--- src/rtl/des_stream_mux.sv ---
// NUM_CH-to-1 block selector, fixed-priority or round-robin, tagging each block with its source channel.
// One-cycle latency into a single registered output entry; in_ready is withheld while that entry is stalled or flushed.
module des_stream_mux #(
  parameter int WIDTH  = 64,
  parameter int NUM_CH = 2,
  parameter int CH_W   = 4
) (
  input  logic                      clk,
  input  logic                      rst,
  input  logic                      rr_en,
  input  logic                      flush,
  input  logic [NUM_CH-1:0]         in_valid,
  input  logic [0:NUM_CH*WIDTH-1]   in_data,
  output logic [NUM_CH-1:0]         in_ready,
  output logic                      out_valid,
  output logic [0:WIDTH-1]          out_data,
  output logic [CH_W-1:0]           out_ch,
  input  logic                      out_ready
);

  logic [CH_W-1:0]   last;
  logic [NUM_CH-1:0] grant;
  logic [CH_W-1:0]   sel;
  logic [0:WIDTH-1]  sel_data;
  logic              load_ok;
  logic              xfer;
  logic              hit;
  int                pos;

  // Walk channels in priority order; in round-robin the order starts just after the last winner.
  always_comb begin
    grant = '0;
    hit   = 1'b0;
    pos   = 0;
    for (int i = 0; i < NUM_CH; i++) begin
      pos = rr_en ? (int'(last) + 1 + i) % NUM_CH : i;
      for (int j = 0; j < NUM_CH; j++) begin
        if (!hit && (j == pos) && in_valid[j]) begin
          grant[j] = 1'b1;
          hit      = 1'b1;
        end
      end
    end
  end

  always_comb begin
    sel      = '0;
    sel_data = '0;
    for (int j = 0; j < NUM_CH; j++) begin
      if (grant[j]) begin
        sel      = CH_W'(j);
        sel_data = in_data[j*WIDTH +: WIDTH];
      end
    end
  end

  assign load_ok  = ~out_valid | out_ready;
  assign in_ready = grant & {NUM_CH{load_ok & ~flush}};
  assign xfer     = |(in_valid & in_ready);

  // last tracks every transfer, even in fixed-priority mode, so a switch to round-robin stays fair.
  always_ff @(posedge clk or posedge rst) begin
    if (rst) begin
      out_valid <= 1'b0;
      out_data  <= '0;
      out_ch    <= '0;
      last      <= CH_W'(NUM_CH - 1);
    end else if (flush) begin
      out_valid <= 1'b0;
    end else if (xfer) begin
      out_valid <= 1'b1;
      out_data  <= sel_data;
      out_ch    <= sel;
      last      <= sel;
    end else if (out_ready) begin
      out_valid <= 1'b0;
    end
  end

endmodule
--- config.mk ---
export PLATFORM = sky130hd
export DESIGN_NAME = des_stream_mux
export DESIGN_NICKNAME = d
export VERILOG_FILES = /design/src/rtl/des_stream_mux.sv
export SDC_FILE = /design/constraint.sdc
export NUM_CORES = 1
export LEC_CHECK = 0
export ABC_AREA = 1
export CAP_MARGIN = 20
export CORE_MARGIN = 4
export CORE_UTILIZATION = 25
export DETAILED_ROUTE_END_ITERATION = 12
export PLACE_DENSITY_LB_ADDON = 0.2
export RECOVER_POWER = 100
export SLEW_MARGIN = 25
export SYNTH_ARGS = -nofsm -noshare
export SYNTH_HDL_FRONTEND = slang
export SYNTH_SLANG_ARGS = --single-unit
--- constraint.sdc ---
create_clock -name clk -period 2.7 [get_ports clk]
set_input_delay 0.405 -clock clk [delete_from_list [all_inputs] [get_ports clk]]
set_output_delay 0.405 -clock clk [all_outputs]
set_load 0.005 [all_outputs]
# ---- After elaboration in Yosys (flattened, before gate mapping)
# Index checks and enable logic that the tools add are counted.
dict set report totals {
  register_bits 67
  latchBits 0
  ram_bits 0
  romBits 0
  in_bits 135
  word_cells 45
  memories 0
}
dict set report op_classes {
  add_sub_neg 2
  multipliers 0
  n_div 0
  order_cmp 0
  eq_ne 2
  n_shift 0
  mux 14
  bitwise_logic 8
  n_reduce_logical 15
}
# op n
set ops {}
lappend ops {{$mux 64} 2}
lappend ops {{$eq 2x32->1 const A} 2}
lappend ops {{$logic_not 32->1} 2}
lappend ops {{$mux 32} 2}
lappend ops {{$mux 1} 10}
lappend ops {{$logic_and 1x1->1} 7}
lappend ops {{$and 2x2->2} 2}
lappend ops {{$logic_not 1->1} 3}
lappend ops {{$reduce_bool 3->1} 1}
lappend ops {{$add 1x1->1 const B} 2}
lappend ops {{$and 1x1->1 const A} 2}
lappend ops {{$not 1->1} 2}
lappend ops {{$reduce_and 2->1} 1}
lappend ops {{$reduce_or 2->1} 1}
lappend ops {{$and 1x1->1} 1}
lappend ops {{$or 1x1->1} 1}

# ---- Depth between registers and ports, before layout
dict set report depth {
  word_depth 23
  depth_mapped 9
}

# ---- Worst setup path after synthesis
# OpenSTA, ideal clock, no wires.
dict set report synth_path {
  path_kind {register to output}
  startpoint {register last[0]}
  endpoint {output port in_ready[1]}
  arrival_ps 1116
  slack_ps 1179
  path_stages_with_launch 8
  path_buffers 2
  cell_sequence {dfstp_2 > inv_1 > nand3_1 > nand2_1 > buf_4 > buf_4 > nand2_1 > inv_1}
}
dict set report synth_via {
  elab_chain_len 19
  word_cells_on_any_way 26
}
# item line
set synth_lines {}
lappend synth_lines {{start: declaration} 21} ;# logic [CH_W-1:0] last;
lappend synth_lines {{start signal: assignment} 67} ;# last <= CH_W'(NUM_CH - 1);
lappend synth_lines {{start signal: assignment} 74} ;# last <= sel;
lappend synth_lines {{$add 1x1->1 *} 36} ;# pos = rr_en ? (int'(last) + 1 + i) % NUM_CH : i;
lappend synth_lines {{$and 1x1->1 (no line)} --}
lappend synth_lines {{$mux 32} 36}
lappend synth_lines {{$logic_not 32->1} 38} ;# if (!hit && (j == pos) && in_valid[j]) begin
lappend synth_lines {{$logic_and 1x1->1} 38}
lappend synth_lines {{$mux 1} 38}
lappend synth_lines {{$logic_not 1->1} 38}
lappend synth_lines {{$logic_and 1x1->1 (2 in series)} 38}
lappend synth_lines {{$mux 1} 38}
lappend synth_lines {{$logic_not 1->1} 38}
lappend synth_lines {{$logic_and 1x1->1 (2 in series)} 38}
lappend synth_lines {{$mux 1} 38}
lappend synth_lines {{$logic_not 1->1} 38}
lappend synth_lines {{$logic_and 1x1->1 (2 in series)} 38}
lappend synth_lines {{$mux 1 *} 38}
lappend synth_lines {{$and 2x2->2 *} 58} ;# assign in_ready = grant & {NUM_CH{load_ok & ~flush}};
lappend synth_lines {{end: declaration} 14} ;# output logic [NUM_CH-1:0] in_ready,
# Every way passes the cells marked *; elsewhere a longest branch is shown, timed or not.

# ---- Worst setup path after layout
dict set report layout_path {
  startpoint {input port in_valid[1]}
  endpoint {output port in_ready[1]}
}
dict set report layout_via {
  elab_chain_len 11
  word_cells_on_any_way 12
}
# item line
set layout_lines {}
lappend layout_lines {{start: declaration} 12} ;# input logic [NUM_CH-1:0] in_valid,
lappend layout_lines {{$logic_and 1x1->1} 38}
lappend layout_lines {{$mux 1} 38}
lappend layout_lines {{$logic_not 1->1} 38}
lappend layout_lines {{$logic_and 1x1->1 (2 in series)} 38}
lappend layout_lines {{$mux 1} 38}
lappend layout_lines {{$logic_not 1->1} 38}
lappend layout_lines {{$logic_and 1x1->1 (2 in series)} 38}
lappend layout_lines {{$mux 1 *} 38}
lappend layout_lines {{$and 2x2->2 *} 58}
# Marks and branches as above.

==> impl_metrics.toml <==
[status]
status = "finished with violations"
violations = "capacitance limit, slew limit"

[worst_setup_path]
crit_path_max_fanout = 4
path_class = "in -> out"
cp.required_ns = 2.30
crit_path_end_kind = "output port"
critPathArrivalTime_ns = 1.98
cp-start-kind = "input port"

[synthesis]
avgSynthCellArea_um2 = 6.88
seq_area_frac_synth_pct = 47.7
yosys_warnings = 0
syn-cell-area_um2 = 3510
syn_inst = 511
async_flop_share_pct = 100
yosys_register_bits = 67
synth_edf_count = 0
ys_types = 17
synthFlopType = "dfrtp_1"

[timing]
drv_slew = 68
rsz0062_at_grt = "no"
maxSlewHeadroom_pct = -10.6
whs_ns = 0.469
setup_viol = 0
period_minus_slack_ns = 2.39
finalClockSkew_ns = 0.00233
fin_crit_sh_pct = 88.5
worst_slew_pin_slew_ns = 1.66
finalHoldViolCount = 0
fmax_mhz = 418
worst_slack_ns = 0.310
tns_ns = 0

[clock_tree]
cts.sinks = 67
root_buffer = "clkbuf_16"
cts_setup_buffers = 0
clk_path_buf_depth = 2
htreeDepth = 3
cts_buffers = 9
ctsResizeCount = 0
cts_tree = "built"
postCtsHoldBufs = 0
clk_latency_ns = 0.32
clk_pin_slew_worst_paths_ns = 0.05

[global_route]
grt_pass1_wl_mm = 18.7
antenna_found_initial = 0
grt_pass1_vias = 3879
grt_max_degree = 68
grt_overflow = 0
track_usage_pct = 14.1

[pwr]
p_seq_share_pct = 37.7
swShare_pct = 27.2
clockPowerShare_pct = 33.7
power.switching_w = 0.000914
pwr-share-comb_pct = 28.6
power.static_leakage_nw = 3.10
ir_worst_vdd_mv = 0.257
power_density_nw_per_um2 = 566
power_w = 0.00336
internal_power_w = 0.00245

[placement]
port-buffer-count = 202
routabilityCongestion = 0.829
dpl.hpwl_mm = 8.21
dp_cells = 866
place_ws_ns = 0.400

[detailed_routing]
drc = 0
vias = 3748
first_pass_iters = 4
drt.antenna.violating_nets = 0
wl_per_cell_um = 12.7
drt_iter0_drc = 133
routed_wl_mm = 11.2
vias_per_cell = 4.25

[cells_and_area]
register_area_um2 = 1680
stdcell_count = 882
nets = 832
final_common_cell = "nand2_1"
multi_input_area_um2 = 1610
syn2layout_area_growth_pct = 69.0
final_cell_mix = "nand2_1 (326), clkdlybuf4s50_1 (133), dlygate4sd3_1 (68)"
fill_cells = 1395
drive_above_1_share_pct = 4.27
diodes = 0

[floorplanning]
ios = 206
initial_core_util_pct = 25.4
rows = 43
coreArea_um2 = 13800
die_area_um2 = 16000
die_h_um = 127
die_w_um = 127

[job]
cap_violations = 1

[hold_path]
hold_class = "reg -> reg"
## synth_stat cells (3+ instances only)
cell type	n	area, um2
buf_2	23	115
buf_4	10	75.1
clkbuf_1	3	11.3
dfrtp_1	66	1650
inv_1	7	26.3
nand2_1	327	1230
nand3_1	65	325
## logic make-up after synthesis
logic type      after synthesis  synth area share (%)
compound gates                4                 0.997
buf+inv                      45                  6.69
simple gates                394                  44.5
flops                        67                  47.7
other cells                   1                 0.107
## metal layers
layer  vias up  track usage (%)  part of all wire, %
li1       1940                -                    -
met1      1654             18.0                   45
met2       139             21.6                   44
met3        15             5.52                  9.7
met4         0             5.11                  1.6
met5         -                0                    0
## through the flow
stage          area [um2]  utilization (%)
6_report             5940             43.0
5_1_grt              5940             43.0
4_1_cts              5970             43.2
3_5_place_dp         5670             41.0
3_3_place_gp         5670             41.0
2_1_floorplan        3520                -
## critical path, stage by stage
cell and delay (ns):
dlygate4sd3_1 0.61, nand3_1 0.19, nand2_2 0.12, nand2_1 0.10
inv_1 0.07, clkdlybuf4s50_1 0.50
## final timing paths
path	from	end	slack [ns]	cells past startpoint
min in group asynchronous	rst	out_data[56]	1.11	3
setup reg to reg	out_valid	out_data[31]	1.06	7
hold reg to reg	out_data[60]	out_data[60]	0.47	2
hold / removal	out_data[60]	out_data[60]	0.47	2
max in group asynchronous	rst	out_data[10]	0.60	3
setup / recovery	in_valid[1]	in_ready[1]	0.31	6
## power groups by stage
| stage | registers (W) | logic [W] | clock network [W] |
|---|---|---|---|
| floorplan | 0.00130 | 0.000378 | 0 |
| global placement | 0.00128 | 0.00105 | 0 |
| detailed placement | 0.00129 | 0.00105 | 0 |
| CTS | 0.00128 | 0.00105 | 0.00118 |
| global route | 0.00129 | 0.00108 | 0.00123 |
| finish | 0.00127 | 0.000963 | 0.00113 |
## layout make-up
| cell class | count | share of cell area, % |
|---|---|---|
| tap | 180 | 3.79 |
| multi-input combinational | 401 | 27.1 |
| timing repair buffer | 210 | 35.3 |
| inverter | 8 | 0.506 |
| sequential | 67 | 28.2 |
| clock buffer | 11 | 4.09 |
| clock inverter | 5 | 0.885 |
## flip-flops by register name, summed over array words and instances (netlist names)
signal	flops
last	1
out_ch	1
out_valid	1
out_data	64
Note: power is estimated with default switching activity, not from simulation.
